$ cat config.mk
export PLATFORM = sky130hd
export DESIGN_NAME = hdmi_video_out
export DESIGN_NICKNAME = d
export VERILOG_FILES = /design/src/rtl/hdmi_video_pkg.sv /design/src/rtl/hdmi_timing_axis.sv /design/src/rtl/hdmi_video_out.sv
export SDC_FILE = /design/constraint.sdc
export NUM_CORES = 1
export LEC_CHECK = 0
export ABC_AREA = 1
export ABC_CLOCK_PERIOD_IN_PS = 10300
export BUFFER_PORTS_ARGS = -buffer_cell sky130_fd_sc_hd__buf_2
export CELL_PAD_IN_SITES_DETAIL_PLACEMENT = 0
export CELL_PAD_IN_SITES_GLOBAL_PLACEMENT = 1
export CORE_MARGIN = 2
export CORE_UTILIZATION = 40
export DETAILED_ROUTE_END_ITERATION = 10
export PLACE_DENSITY = 0.85
export SLEW_MARGIN = 10
export SYNTH_ARGS = -nofsm -noshare
export SYNTH_HDL_FRONTEND = slang
export SYNTH_SLANG_ARGS = --single-unit
$ cat constraint.sdc
create_clock -name ACLK -period 10.3 [get_ports ACLK]
set_input_delay 0.515 -clock ACLK [delete_from_list [all_inputs] [get_ports ACLK]]
set_output_delay 0.515 -clock ACLK [all_outputs]
set_load 0.005 [all_outputs]
$ cat src/rtl/hdmi_video_pkg.sv
// Shared types, constants and pixel packing helper for the HDMI output stage.
package hdmi_video_pkg;

    localparam int unsigned SLOT_WIDTH = 12;
    localparam int unsigned DATA_WIDTH = 3 * SLOT_WIDTH;

    typedef enum logic [1:0] {IDLE, RUN, DRAIN} state_e;
    typedef enum logic [1:0] {ACTIVE, FP, SYNC, BP} region_e;

    // MSB-align a zero-extended component inside its 12-bit slot.
    function automatic logic [SLOT_WIDTH-1:0] pack_slot(
        input logic [SLOT_WIDTH-1:0] comp,
        input int unsigned           comp_width
    );
        return comp << (SLOT_WIDTH - comp_width);
    endfunction

endpackage

$ cat src/rtl/hdmi_timing_axis.sv
// One timing axis: position counter, latched region lengths and region decode.
module hdmi_timing_axis
    import hdmi_video_pkg::*;
#(
    parameter int unsigned W = 12
) (
    input  logic         clk,
    input  logic         rst,
    input  logic         clr,
    input  logic         load,
    input  logic         advance,
    input  logic [W-1:0] len_active,
    input  logic [W-1:0] len_fp,
    input  logic [W-1:0] len_sync,
    input  logic [W-1:0] len_bp,
    output logic [W-1:0] cnt,
    output logic [1:0]   region_c,
    output logic         last_c
);

    logic [W-1:0] act_q, act_d;
    logic [W-1:0] fp_q, fp_d;
    logic [W-1:0] sync_q, sync_d;
    logic [W-1:0] bp_q, bp_d;
    logic [W-1:0] cnt_q, cnt_d;
    logic [W-1:0] fp_end, sync_end, bp_end;

    // Region boundaries, decode, wrap detection and next counter value.
    always_comb begin
        fp_end   = act_q + fp_q + W'(1);
        sync_end = fp_end + sync_q + W'(1);
        bp_end   = sync_end + bp_q + W'(1);

        if (cnt_q <= act_q)         region_c = ACTIVE;
        else if (cnt_q <= fp_end)   region_c = FP;
        else if (cnt_q <= sync_end) region_c = SYNC;
        else                        region_c = BP;

        last_c = (cnt_q == bp_end);

        act_d  = load ? len_active : act_q;
        fp_d   = load ? len_fp     : fp_q;
        sync_d = load ? len_sync   : sync_q;
        bp_d   = load ? len_bp     : bp_q;

        cnt_d = cnt_q;
        if (clr)          cnt_d = '0;
        else if (advance) cnt_d = last_c ? '0 : cnt_q + W'(1);
    end

    // Counter and latched lengths.
    always_ff @(posedge clk or posedge rst) begin
        if (rst) begin
            act_q  <= '0;
            fp_q   <= '0;
            sync_q <= '0;
            bp_q   <= '0;
            cnt_q  <= '0;
        end else begin
            act_q  <= act_d;
            fp_q   <= fp_d;
            sync_q <= sync_d;
            bp_q   <= bp_d;
            cnt_q  <= cnt_d;
        end
    end

    assign cnt = cnt_q;

endmodule

$ cat src/rtl/hdmi_video_out.sv
// HDMI pixel output stage: run/drain control, timing generation and pixel sink.
module hdmi_video_out
    import hdmi_video_pkg::*;
#(
    parameter int unsigned COMP_WIDTH = 8,
    parameter int unsigned H_WIDTH    = 12,
    parameter int unsigned V_WIDTH    = 12
) (
    input  logic                    ACLK,
    input  logic                    RST,
    input  logic                    EN,
    input  logic [H_WIDTH-1:0]      H_ACTIVE,
    input  logic [H_WIDTH-1:0]      H_FP,
    input  logic [H_WIDTH-1:0]      H_SYNC,
    input  logic [H_WIDTH-1:0]      H_BP,
    input  logic [V_WIDTH-1:0]      V_ACTIVE,
    input  logic [V_WIDTH-1:0]      V_FP,
    input  logic [V_WIDTH-1:0]      V_SYNC,
    input  logic [V_WIDTH-1:0]      V_BP,
    input  logic                    HSYNC_POL,
    input  logic                    VSYNC_POL,
    input  logic [3*COMP_WIDTH-1:0] PIX_DATA,
    input  logic                    PIX_VALID,
    output logic                    PIX_READY,
    output logic                    HDMI_DE,
    output logic                    HDMI_HSYNC,
    output logic                    HDMI_VSYNC,
    output logic [DATA_WIDTH-1:0]   HDMI_DATA,
    output logic                    FRAME_START,
    output logic                    UNDERFLOW,
    output logic                    BUSY
);

    state_e                 state_q, state_d;
    logic                   hpol_q, hpol_d, vpol_q, vpol_d;
    logic                   de_q, de_d, hsync_q, hsync_d, vsync_q, vsync_d;
    logic                   fs_q, fs_d, uf_q, uf_d, busy_q, busy_d;
    logic [DATA_WIDTH-1:0]  data_q, data_d;

    logic                   busy_c, load_c, frame_end_c, active_c;
    logic                   h_last_c, v_last_c, hs_lvl_c, vs_lvl_c;
    logic [1:0]             h_region_c, v_region_c;
    logic [H_WIDTH-1:0]     h_cnt;
    logic [V_WIDTH-1:0]     v_cnt;
    logic [DATA_WIDTH-1:0]  pix_packed_c;

    assign busy_c      = (state_q != IDLE);
    assign frame_end_c = busy_c & h_last_c & v_last_c;
    // Lengths track the inputs while idle and are re-sampled only at frame wrap.
    assign load_c      = ~busy_c | frame_end_c;

    hdmi_timing_axis #(.W(H_WIDTH)) u_h_axis (
        .clk        (ACLK),
        .rst        (RST),
        .clr        (~busy_c),
        .load       (load_c),
        .advance    (busy_c),
        .len_active (H_ACTIVE),
        .len_fp     (H_FP),
        .len_sync   (H_SYNC),
        .len_bp     (H_BP),
        .cnt        (h_cnt),
        .region_c   (h_region_c),
        .last_c     (h_last_c)
    );

    hdmi_timing_axis #(.W(V_WIDTH)) u_v_axis (
        .clk        (ACLK),
        .rst        (RST),
        .clr        (~busy_c),
        .load       (load_c),
        .advance    (busy_c & h_last_c),
        .len_active (V_ACTIVE),
        .len_fp     (V_FP),
        .len_sync   (V_SYNC),
        .len_bp     (V_BP),
        .cnt        (v_cnt),
        .region_c   (v_region_c),
        .last_c     (v_last_c)
    );

    // Next state, pixel handshake, packing and next values of all registered outputs.
    always_comb begin
        state_d = state_q;
        unique case (state_q)
            IDLE:    if (EN) state_d = RUN;
            RUN:     if (!EN) state_d = frame_end_c ? IDLE : DRAIN;
            DRAIN:   if (EN) state_d = RUN;
                     else if (frame_end_c) state_d = IDLE;
            default: state_d = IDLE;
        endcase

        hpol_d = load_c ? HSYNC_POL : hpol_q;
        vpol_d = load_c ? VSYNC_POL : vpol_q;
        // Idle syncs follow the live polarity so the inactive level is right immediately.
        hs_lvl_c = busy_c ? hpol_q : HSYNC_POL;
        vs_lvl_c = busy_c ? vpol_q : VSYNC_POL;

        active_c = busy_c && (h_region_c == ACTIVE) && (v_region_c == ACTIVE);

        pix_packed_c = {
            pack_slot(SLOT_WIDTH'(PIX_DATA[3*COMP_WIDTH-1 -: COMP_WIDTH]), COMP_WIDTH),
            pack_slot(SLOT_WIDTH'(PIX_DATA[2*COMP_WIDTH-1 -: COMP_WIDTH]), COMP_WIDTH),
            pack_slot(SLOT_WIDTH'(PIX_DATA[COMP_WIDTH-1 -: COMP_WIDTH]),   COMP_WIDTH)
        };

        de_d    = active_c;
        data_d  = (active_c && PIX_VALID) ? pix_packed_c : '0;
        uf_d    = active_c && !PIX_VALID;
        hsync_d = (busy_c && (h_region_c == SYNC)) ? hs_lvl_c : ~hs_lvl_c;
        vsync_d = (busy_c && (v_region_c == SYNC)) ? vs_lvl_c : ~vs_lvl_c;
        fs_d    = busy_c && (h_cnt == '0) && (v_cnt == '0);
        busy_d  = (state_d != IDLE);
    end

    // State, latched polarities and registered video outputs.
    always_ff @(posedge ACLK or posedge RST) begin
        if (RST) begin
            state_q <= IDLE;
            hpol_q  <= 1'b0;
            vpol_q  <= 1'b0;
            de_q    <= 1'b0;
            data_q  <= '0;
            uf_q    <= 1'b0;
            hsync_q <= 1'b0;
            vsync_q <= 1'b0;
            fs_q    <= 1'b0;
            busy_q  <= 1'b0;
        end else begin
            state_q <= state_d;
            hpol_q  <= hpol_d;
            vpol_q  <= vpol_d;
            de_q    <= de_d;
            data_q  <= data_d;
            uf_q    <= uf_d;
            hsync_q <= hsync_d;
            vsync_q <= vsync_d;
            fs_q    <= fs_d;
            busy_q  <= busy_d;
        end
    end

    assign PIX_READY   = active_c;
    assign HDMI_DE     = de_q;
    assign HDMI_HSYNC  = hsync_q;
    assign HDMI_VSYNC  = vsync_q;
    assign HDMI_DATA   = data_q;
    assign FRAME_START = fs_q;
    assign UNDERFLOW   = uf_q;
    assign BUSY        = busy_q;

endmodule

==> flow_summary.toml, run 1 <==
[sta]
rsz0062_at_grt = "no"
min_period_ps = 6173
fmax_ghz = 0.1620
slew_headroom_pct = 28.66
fin_crit_sh_pct = 59.93
tns_ps = 0
tightestPinTransition_ps = 1070
finalMaxSlewViolations = 0
setup_viol = 0
hold_viol_final = 0
skew_ps = 11.49

[final_layout]
nets = 1972
syn_to_final_growth_pct = 13.55
final_area_mm2 = 0.01330
diodes = 0
utilization_pct = 46.22
nFillCells = 2890
drive_gt1_share_pct = 12.10
stdcell_count = 2095

[run]
drv_cap = 0

[hold_path]
hold_class = "input pin to async pin"

[clock_tree]
insertion_delay_ps = 450
clockBufferDepth = 2
cts_root_buf = "clkbuf_16"
numCtsBuffers = 17
post_cts_resized = 0
holdBufCountCts = 0
post_cts_buffers = 0
cts_tree = "built"
h-tree-depth = 4
cts_sinks = 154
clk_pin_slew_ps = 70

[route]
drt_iter0_drc = 484
vias = 10380
ant_nets = 0
routed_via_density = 4.955
drc_errors = 0
drtPass1Iterations = 7
drt-total-wl_mm = 30.74
drt-wirelength-per-cell_um = 14.67

[setup_path]
cp_common_cell = "nand2_1"
critPathRequiredTime_ps = 10630
critPathKind = "flop to flop"
crit_family = "simple AND/OR/NAND/NOR gates"
path_max_fanout = 100
cp-end-kind = "flop"
worst_ep_arrival_time_ps = 6500
critPathLaunchType = "flop"
cp.buffers_inverters = 5
slowest_stage = "nand2_4"
crit_path_max_incr_delay_ps = 670

[die]
num_rows = 62
fp.dieH_um = 175.1
num_io_pins = 169
die_w_um = 175.1
die_area_mm2 = 0.03067
core_mm2 = 0.02878
start_util_pct = 40.70

[synthesis]
synth_ff_type = "dfrtp_1"
ys_seq_area_share_pct = 32.90
netlist_instances = 1559
synth_async_sr_flop_share_pct = 100.0
ys_warn_count = 0
ys_ff_latch = 154
synth-edff-count = 0
synth.cell_area_mm2 = 0.01171
syn_area_per_cell_um2 = 7.514
ys_types = 44

[placed_design]
placed_cell_area_mm2 = 0.01270
dp_hpwl_mm = 23.31
io_buffers = 156
globalplace.congestion = 0.8495
dp.cells = 2063

[grt]
grt_start_max_net_pins = 101
overflow = 0
antenna_found_initial = 1
first_global_vias = 10080
globalRouteTotalUtil_pct = 20.65
grt_pass1_wl_mm = 50.51

[run_status]
status = "finished, final reports clean"
cell usage in the layout, fill, tap and decap left out, types with 2 or more instances in the layout:
| cell | count |
|---|---|
| a211oi_1 | 3 |
| o21ai_0 | 24 |
| nand2_4 | 3 |
| a21o_1 | 4 |
| inv_1 | 214 |
| xor2_1 | 54 |
| clkbuf_16 | 17 |
| nor2_1 | 88 |
| inv_2 | 4 |
| ha_1 | 142 |
| bufinv_16 | 2 |
| nor3_1 | 12 |
| nor4_1 | 5 |
| o41ai_1 | 2 |
| nor3b_2 | 2 |
| nand3_1 | 171 |
| fa_1 | 6 |
| buf_4 | 3 |
| a21oi_1 | 80 |
| clkinv_4 | 3 |
| o211ai_1 | 5 |
| conb_1 | 12 |
| buf_2 | 156 |
| a31oi_1 | 4 |
| inv_6 | 4 |
| inv_8 | 3 |
| o21bai_1 | 9 |
| xnor2_1 | 20 |
| dfrtp_1 | 154 |
| nand4_1 | 35 |
| nor3_2 | 2 |
| nand2_1 | 438 |
| nand2_2 | 2 |
| nand3b_1 | 11 |
routing by layer:
layer | share of wire [%] | wire length, um | track usage (%) | vias to the layer above
met4 | 2.2 | 677 | 7.326 | 2
met1 | 47 | 14320 | 27.20 | 4809
met3 | 4.4 | 1341 | 3.351 | 47
met5 | 0.036 | 11 | 0 | -
met2 | 47 | 14390 | 34.27 | 212
li1 | - | - | - | 5310
per-stage QoR:
stage	setup slack, ps	hold WS [ps]
final	4127	246.8
after global routing	3530	246.4
after CTS	4117	233.0
after detailed placement	4134	465.1
after global placement	4242	455.6
after floorplan	5635	441.9
final timing paths:
kind                                                start                              to  slack, ps  depth (start not counted)
min in group ACLK                               PIX_VALID             UNDERFLOW$_DFF_PP0_        250                          2
max in group asynchronous                             RST   u_h_axis.act_q[2]$_DFFE_PP0P_       8650                          3
min reg2reg                u_h_axis.sync_q[0]$_DFFE_PP0P_  u_h_axis.sync_q[0]$_DFFE_PP0P_        480                          2
min                                                   RST    u_h_axis.bp_q[4]$_DFFE_PP0P_        250                          2
max reg2reg                 u_h_axis.act_q[0]$_DFFE_PP0P_                  BUSY$_DFF_PP0_       4130                         32
max                         u_h_axis.act_q[0]$_DFFE_PP0P_                  BUSY$_DFF_PP0_       4130                         32
state kept, by name (all words and copies together) (netlist names), 12 cells and up:
register / cells
HDMI_DATA: 24
u_h_axis.act_q: 12
u_h_axis.bp_q: 12
u_h_axis.cnt: 12
u_h_axis.fp_q: 12
u_h_axis.sync_q: 12
u_v_axis.act_q: 12
u_v_axis.bp_q: 12
u_v_axis.cnt: 12
u_v_axis.fp_q: 12
u_v_axis.sync_q: 12
synthesized netlist by cell type (2+ instances only):
library cell | count | area (um2)
o21bai_1 | 9 | 67.56
nor3b_2 | 2 | 25.02
nor2_1 | 88 | 330.3
xnor2_1 | 20 | 175.2
nand2_2 | 5 | 31.28
buf_2 | 20 | 100.1
a211oi_1 | 3 | 22.52
buf_6 | 13 | 146.4
dfrtp_1 | 154 | 3854
a31oi_1 | 4 | 25.02
inv_2 | 4 | 15.01
a21o_1 | 4 | 30.03
o211ai_1 | 5 | 37.54
nor3_1 | 12 | 60.06
clkbuf_1 | 3 | 11.26
nor3_2 | 2 | 20.02
a21oi_1 | 80 | 400.4
o21ai_0 | 24 | 120.1
ha_1 | 142 | 1777
o41ai_1 | 2 | 17.52
xor2_1 | 54 | 473.0
nand3b_1 | 11 | 82.58
nand3_1 | 171 | 855.8
fa_1 | 6 | 120.1
nand2_1 | 438 | 1644
nor4_1 | 5 | 31.28
inv_1 | 215 | 807.0
nand4_1 | 35 | 219.0
buf_4 | 13 | 97.59
kinds of logic after synthesis:
logic type	synth area share [%]
other	0.03201
DFF	32.90
and+or+nand+nor	28.47
buffers and inverters	10.08
AOI/OAI and AO/OA	6.793
adders and majority gates	16.19
xor gates and xnor gates	5.533
final cells by class:
type,instances,area (um2),area share [%]
flip-flops and latches,154,3854,28.97
clock buffers,19,442.9,3.330
well taps,384,480.5,3.612
clock inverters,13,158.9,1.195
multi-input cells,1147,6735,50.63
inverters,219,827.0,6.218
repair buffers,159,803.3,6.039
Power of run 1 is not shown: default switching activity piles up to over one toggle a cycle in this logic, so the estimate is an artifact.
==> run 2: changes to the inputs <==
- ABC_AREA: 1 -> 0
- ABC_CLOCK_PERIOD_IN_PS: 10300 -> 5500
- PLACE_DENSITY: 0.85 -> 0.84
- clock period: 10.3 -> 5.5 ns (I/O delays scaled with it)
==> run 2 against run 1 <==
The flow now finishes with violations (negative setup slack). Routed wire length fell by 5.9%. Critical path depth is 3 lower. Count of clock-buffer cells in the layout stayed put. Global-route usage shrank 1.5 points. Non-clock buffer count is 79 higher. Final cell count is 20% lower. First-iteration DRC count down 18%. Worst setup slack worse by 4200 ps. Cell area up 5.8%. Die area is 6.2% lower. Via count decreased by 15%. Core utilization is 6.0 points higher. Largest cell class unchanged.
==> flow_summary.toml, run 2 <==
[run_status]
status = "finished, violations left"
failed_checks = "negative setup slack"

[synthesis]
syn_area_per_cell_um2 = 10.13
yosysMostFrequentCell = "dfrtp_1"
ys_types = 57
synth.area.top_cells = "dfrtp_1 35%, ha_1 16%, mux2_2 8.1%"
yosysTopAreaCellShare_pct = 35.12
synth.cell_area_mm2 = 0.01097
ys_ff_latch = 154
synth_ff_type = "dfrtp_1"
ys_warn_count = 0
synth_async_sr_flop_share_pct = 100.0
ys_seq_area_share_pct = 35.12
synth_common_cells = "154 x dfrtp_1, 142 x ha_1, 100 x inv_1"
synth-edff-count = 0
yosysTopAreaCell = "dfrtp_1"
netlist_instances = 1083

[setup_path]
slowest_stage = "dfrtp_1"
critPathLaunchType = "flop"
crit_path_max_incr_delay_ps = 390
worst_ep_arrival_time_ps = 5910
critPathKind = "flop to flop"
cp-end-kind = "flop"
critPathRequiredTime_ps = 5820
path_max_fanout = 5
cp_common_cell = "a21oi_2"

[die]
die_w_um = 169.6
num_io_pins = 169
start_util_pct = 40.71
die_area_mm2 = 0.02877
core_mm2 = 0.02695
num_rows = 60
fp.dieH_um = 169.6

[route]
vias = 8787
drt_iter0_drc = 396
wl_met3_mm = 1.006
drc_errors = 0
drtPass1Iterations = 5
wl_met2_mm = 13.85
ant_nets = 0
drt-total-wl_mm = 28.94
wl_met1_mm = 13.57
top_layer = "met5"
drt-wirelength-per-cell_um = 17.30
routed_via_density = 5.252

[final_layout]
drive_gt1_share_pct = 32.06
largest_reg_flops = 24
syn_to_final_growth_pct = 28.29
stdcell_count = 1673
nets = 1593
utilization_pct = 52.23
diodes = 0
final_cell_mix = "156 x buf_2, 154 x dfrtp_1, 138 x ha_1"
regArea_mm2 = 0.003854
multi_input_area_mm2 = 0.007091
final_common_cell = "buf_2"
nFillCells = 2386

[placed_design]
io_buffers = 156
place_ws_ps = -302.8
dp_hpwl_mm = 20.78
dp.cells = 1617
globalplace.congestion = 0.8559

[grt]
first_global_vias = 8661
overflow = 0
globalRouteTotalUtil_pct = 19.16
grt_start_max_net_pins = 109
antenna_found_initial = 1
grt_pass1_wl_mm = 43.32

[sta]
fin_crit_sh_pct = 101.6
slew_headroom_pct = 36.42
hold_viol_final = 0
setup_viol = 94
min_period_ps = 5587
hold_ws_ps = 25.47
tightestPinTransition_ps = 953.7
skew_ps = 12.24
setup_slack_ps = -87.18
finalMaxSlewViolations = 0
rsz0062_at_grt = "yes"
fmax_ghz = 0.1790

[clock_tree]
clk_pin_slew_ps = 70
cts_tree = "built"
h-tree-depth = 4
insertion_delay_ps = 440
cts_sinks = 154
clockBufferDepth = 2
cts_root_buf = "clkbuf_16"
numCtsBuffers = 17

[pwr]
power_density_mw_per_mm2 = 662.4
max-vdd-ir-drop_mv = 0.3709
p_total_mw = 9.324
p_leak_nw = 7.344

[hold_path]
hold_class = "input pin to flop"

[run]
drv_cap = 0
==> run 2: cell types whose count changed after synthesis, moves of 14 or more <==
cell	change
mux2_1	+20
nand3_1	-160
nand2_1	-408
mux2_2	+79
nor2_1	-27
a21o_1	+37
inv_1	-115
o21ai_0	+24
nand4_1	-14
xnor2_1	+31
a21oi_1	-33
and3_1	+39
xor2_1	-16
nand2b_1	+17
==> run 2: final timing paths <==
kind,depth (start not counted),slack (ps),start,end
setup / recovery,29,-90,u_h_axis.act_q[0]$_DFFE_PP0P_,u_v_axis.act_q[0]$_DFFE_PP0P_
hold / removal,2,30,EN,state_q[1]$_DFF_PP0_
setup reg to reg,29,-90,u_h_axis.act_q[0]$_DFFE_PP0P_,u_v_axis.act_q[0]$_DFFE_PP0P_
hold reg to reg,1,500,u_v_axis.fp_q[10]$_DFFE_PP0P_,u_v_axis.fp_q[10]$_DFFE_PP0P_
max in group asynchronous,3,4240,RST,u_h_axis.bp_q[3]$_DFFE_PP0P_
min in group asynchronous,2,60,RST,HDMI_DE$_DFF_PP0_
==> run 2: worst max-delay path, delay by kind of cell, from the launching register on <==
family | cells | cell delay [ps]
AOI/OAI and AO/OA | 10 | 1660
xor gates and xnor gates | 3 | 510
adders and majority gates | 4 | 1170
buffers and inverters | 7 | 870
DFF | 1 | 390
muxes | 3 | 690
and+or+nand+nor | 2 | 150
==> run 2: kinds of logic after synthesis <==
group	count (synthesis)	synth area share [%]
xor+xnor	92	7.742
flops	154	35.12
other cells	1	0.03417
fa+ha+maj	148	17.29
compound gates	199	11.96
buf+inv	132	5.177
simple gates	252	11.97
mux	105	10.71
==> run 2: timing repair <==
item / 4_1_cts / 5_1_grt
pin swaps: 12 / 31
setup endpoints to repair: 112 / 115
hold buffers: 0 / 0
cloned: 0 / 11
gates resized for setup: 35 / 97
buffers inserted: 7 / 7
==> run 2: per-layer routing <==
layer  vias to the layer above  global-route usage [%]
met5                         -                       0
met4                         2                   6.243
li1                       4299                       -
met3                        29                   3.451
met2                       170                   31.85
met1                      4287                   25.33
==> run 2: cell type report <==
| cell class | instances | area share (%) |
|---|---|---|
| Inverter | 100 | 2.702 |
| Clock buffer | 19 | 3.146 |
| Tap cell | 341 | 3.031 |
| Multi-Input combinational cell | 808 | 50.37 |
| Clock inverter | 13 | 1.102 |
| Timing Repair Buffer | 238 | 12.27 |
| Sequential cell | 154 | 27.38 |
==> run 2: metrics by stage <==
step                TNS [ps]  area [um2]
floorplan                  0       11010
global placement      -27360       12550
detailed placement    -29870       12550
CTS                   -1.873       13360
global route          -30410       14080
finish                 -4559       14080
==> run 2: report_power, final <==
part           internal, mW  switching (mW)  leakage [nW]
clock network         0.693           0.529         0.289
registers              1.28           0.137          1.89
logic                  3.19            3.49          5.16
total                  5.17            4.15          7.34
No activity file was read; power rests on OpenSTA's default activity.
==> run 3: changes to the inputs <==
==> constraint.sdc (replaced) <==
create_clock -name ACLK -period 5.5 [get_ports ACLK]
set_input_delay 1.1 -clock ACLK [delete_from_list [all_inputs] [get_ports ACLK]]
set_output_delay 1.1 -clock ACLK [all_outputs]
set_load 0.005 [all_outputs]
==> run 3 against run 2 <==
The flow now finishes without violations. Global-route usage increased by 0.47 points. Hold slack better by 490 ps. Worst setup slack improved by 120 ps. Die area did not move. Critical path depth fell by 5. Clock power is essentially flat. First-iteration DRC count grew 8.6%. Sequential cell count did not move. Register-to-register slack improved by 120 ps. Power grew 7.5%. Critical endpoint is now u_h_axis.fp_q[3]$_DFFE_PP0P_.
==> flow_summary.toml, run 3 (synthesis results as in run 2) <==
[clock_tree]
insertion_delay_ps = 440
cts_sinks = 154
clk_pin_slew_ps = 70
h-tree-depth = 4
cts_root_buf = "clkbuf_16"
clockBufferDepth = 2
numCtsBuffers = 17
cts_tree = "built"

[setup_path]
worstRegToRegCells = 24
cp.buffers_inverters = 4
crit_path_max_incr_delay_ps = 440
path_max_fanout = 11
critPathRequiredTime_ps = 5810
cp-end-kind = "flop"
r2r_end = "u_h_axis.fp_q[3]$_DFFE_PP0P_"
critPathKind = "flop to flop"
path_cells = "ha_1 > nor2b_1 > o31a_1 > or4_4 > a31oi_4 > xnor2_2 > ha_2 > nand3b_1 > o21ai_2 > a31oi_2 > a21oi_2 > xnor2_2 > ha_4 > xnor2_4 > a221oi_2 > o31ai_2 > nor4_2 > buf_4 > o2111ai_4 > o31ai_4 > buf_6 > buf_12 > clkbuf_16 > mux2_2"
reg2reg_from = "u_h_axis.act_q[1]$_DFFE_PP0P_"
slowest_stage = "or4_4"
r2r_slack_ps = 30
critPathLaunchType = "flop"
worst_ep_arrival_time_ps = 5780
cp_common_cell = "xnor2_2"
crit_family = "compound AO/OA/AOI/OAI gates"

[route]
drt-total-wl_mm = 29.31
drt_iter0_drc = 430
drc_errors = 0
drt-wirelength-per-cell_um = 17.36
routed_via_density = 5.226
vias = 8821
drtPass1Iterations = 5
ant_nets = 0

[grt]
top_usage_layer = "met2"
grt_use_met2_pct = 32.03
grt_start_max_net_pins = 64
first_global_vias = 8694
antenna_found_initial = 1
grt_pass1_wl_mm = 44.20
globalRouteTotalUtil_pct = 19.63
grt_util_met1_pct = 26.69
overflow = 0
globalRouteMet3Util_pct = 3.428

[hold_path]
min_to = "hpol_q$_DFFE_PP0P_"
worst_hold_path.num_cells = 1
hold_path.startpoint = "hpol_q$_DFFE_PP0P_"
hold_class = "flop to flop"

[final_layout]
regArea_mm2 = 0.003854
largest_reg_flops = 24
utilization_pct = 53.66
stdcell_count = 1688
diodes = 0
nFillCells = 2330
multi_input_area_mm2 = 0.007451
final_common_cell = "buf_2"
final_cell_mix = "156 x buf_2, 154 x dfrtp_1, 131 x ha_1"
syn_to_final_growth_pct = 31.79
drive_gt1_share_pct = 35.71
nets = 1608

[die]
die_area_mm2 = 0.02877
fp.dieH_um = 169.6
core_mm2 = 0.02695
num_io_pins = 169
num_rows = 60
die_w_um = 169.6
start_util_pct = 40.71

[pwr]
max-vdd-ir-drop_mv = 0.3190
p_leak_nw = 7.545
power_density_mw_per_mm2 = 693.0

[sta]
setup_viol = 0
rsz0062_at_grt = "yes"
hold_ws_ps = 513.5
tightestPinTransition_ps = 649.9
fmax_ghz = 0.1829
min_period_ps = 5468
finalMaxSlewViolations = 0
hold_viol_final = 0
skew_ps = 17.45
fin_crit_sh_pct = 99.41
slew_headroom_pct = 56.68

[run]
drv_cap = 0

[placed_design]
dp_hpwl_mm = 21.07
globalplace.congestion = 0.8876
dp.cells = 1627
io_buffers = 156

[run_status]
status = "finished, final reports clean"
-- run 3: changes by cell type in the layout (fill, tap and decap cells not counted), moves of 4 or more --
cell     before  now
mux2_4       43   70
buf_4        56   78
mux2_2       48   29
mux2_1        8    0
ha_1        138  131
ha_4          2    9
a21oi_1      33   27
a21oi_2      14   19
o21ai_0      42   37
buf_8         6    2
xnor2_1      43   39
xor2_1       33   29
xor2_2        4    8
-- run 3: final cells by class --
cell class / instances / share of cell area (%)
well taps: 341 / 2.950
clock inverters: 14 / 1.255
multi-input cells: 808 / 51.52
clock buffers: 18 / 2.968
inverters: 100 / 2.630
flip-flops and latches: 154 / 26.65
repair buffers: 253 / 12.03
-- run 3: where the power goes --
| part | internal (mW) | switching (mW) |
|---|---|---|
| combinational | 3.59 | 3.77 |
| clock | 0.692 | 0.553 |
| sequential | 1.28 | 0.138 |
-- run 3: how the worst max path moves through the flow --
stage	from	endpoint	slack, ps	cells after the start
floorplan	u_h_axis.act_q[0]$_DFFE_PP0P_	u_v_axis.bp_q[0]$_DFFE_PP0P_	210	26
finish	u_h_axis.act_q[1]$_DFFE_PP0P_	u_h_axis.fp_q[3]$_DFFE_PP0P_	30	24
global placement	u_v_axis.fp_q[0]$_DFFE_PP0P_	u_h_axis.fp_q[0]$_DFFE_PP0P_	-280	26
detailed placement	u_h_axis.fp_q[0]$_DFFE_PP0P_	u_v_axis.cnt[2]$_DFFE_PP0P_	-480	26
global route	u_h_axis.act_q[0]$_DFFE_PP0P_	u_h_axis.act_q[1]$_DFFE_PP0P_	-210	28
CTS	u_h_axis.fp_q[0]$_DFFE_PP0P_	u_h_axis.fp_q[9]$_DFFE_PP0P_	0.6	27
-- run 3: per-layer routing --
metal / routed length [um] / vias up
li1: - / 4346
met1: 13990 / 4222
met2: 13490 / 212
met3: 1149 / 39
met4: 662 / 2
met5: 13 / -
-- run 3: through the flow --
step	power, mW	TNS (ps)	area [um2]	setup slack (ps)
2_1_floorplan	5.577	0	11010	213.4
4_1_cts	9.042	0	13610	0.5862
6_report	10.02	0	14460	32.39
3_5_place_dp	7.274	-42880	12610	-475.1
3_3_place_gp	7.165	-27920	12610	-281.6
5_1_grt	10.78	-16470	14460	-210.4
-- run 3: repair_timing --
| action | in CTS | in global routing |
|---|---|---|
| cloned | 1 | 8 |
| gates resized for setup | 52 | 141 |
| setup endpoints to repair | 113 | 120 |
| hold buffers | 0 | 0 |
| buffers inserted | 13 | 8 |
| pin swaps | 35 | 38 |
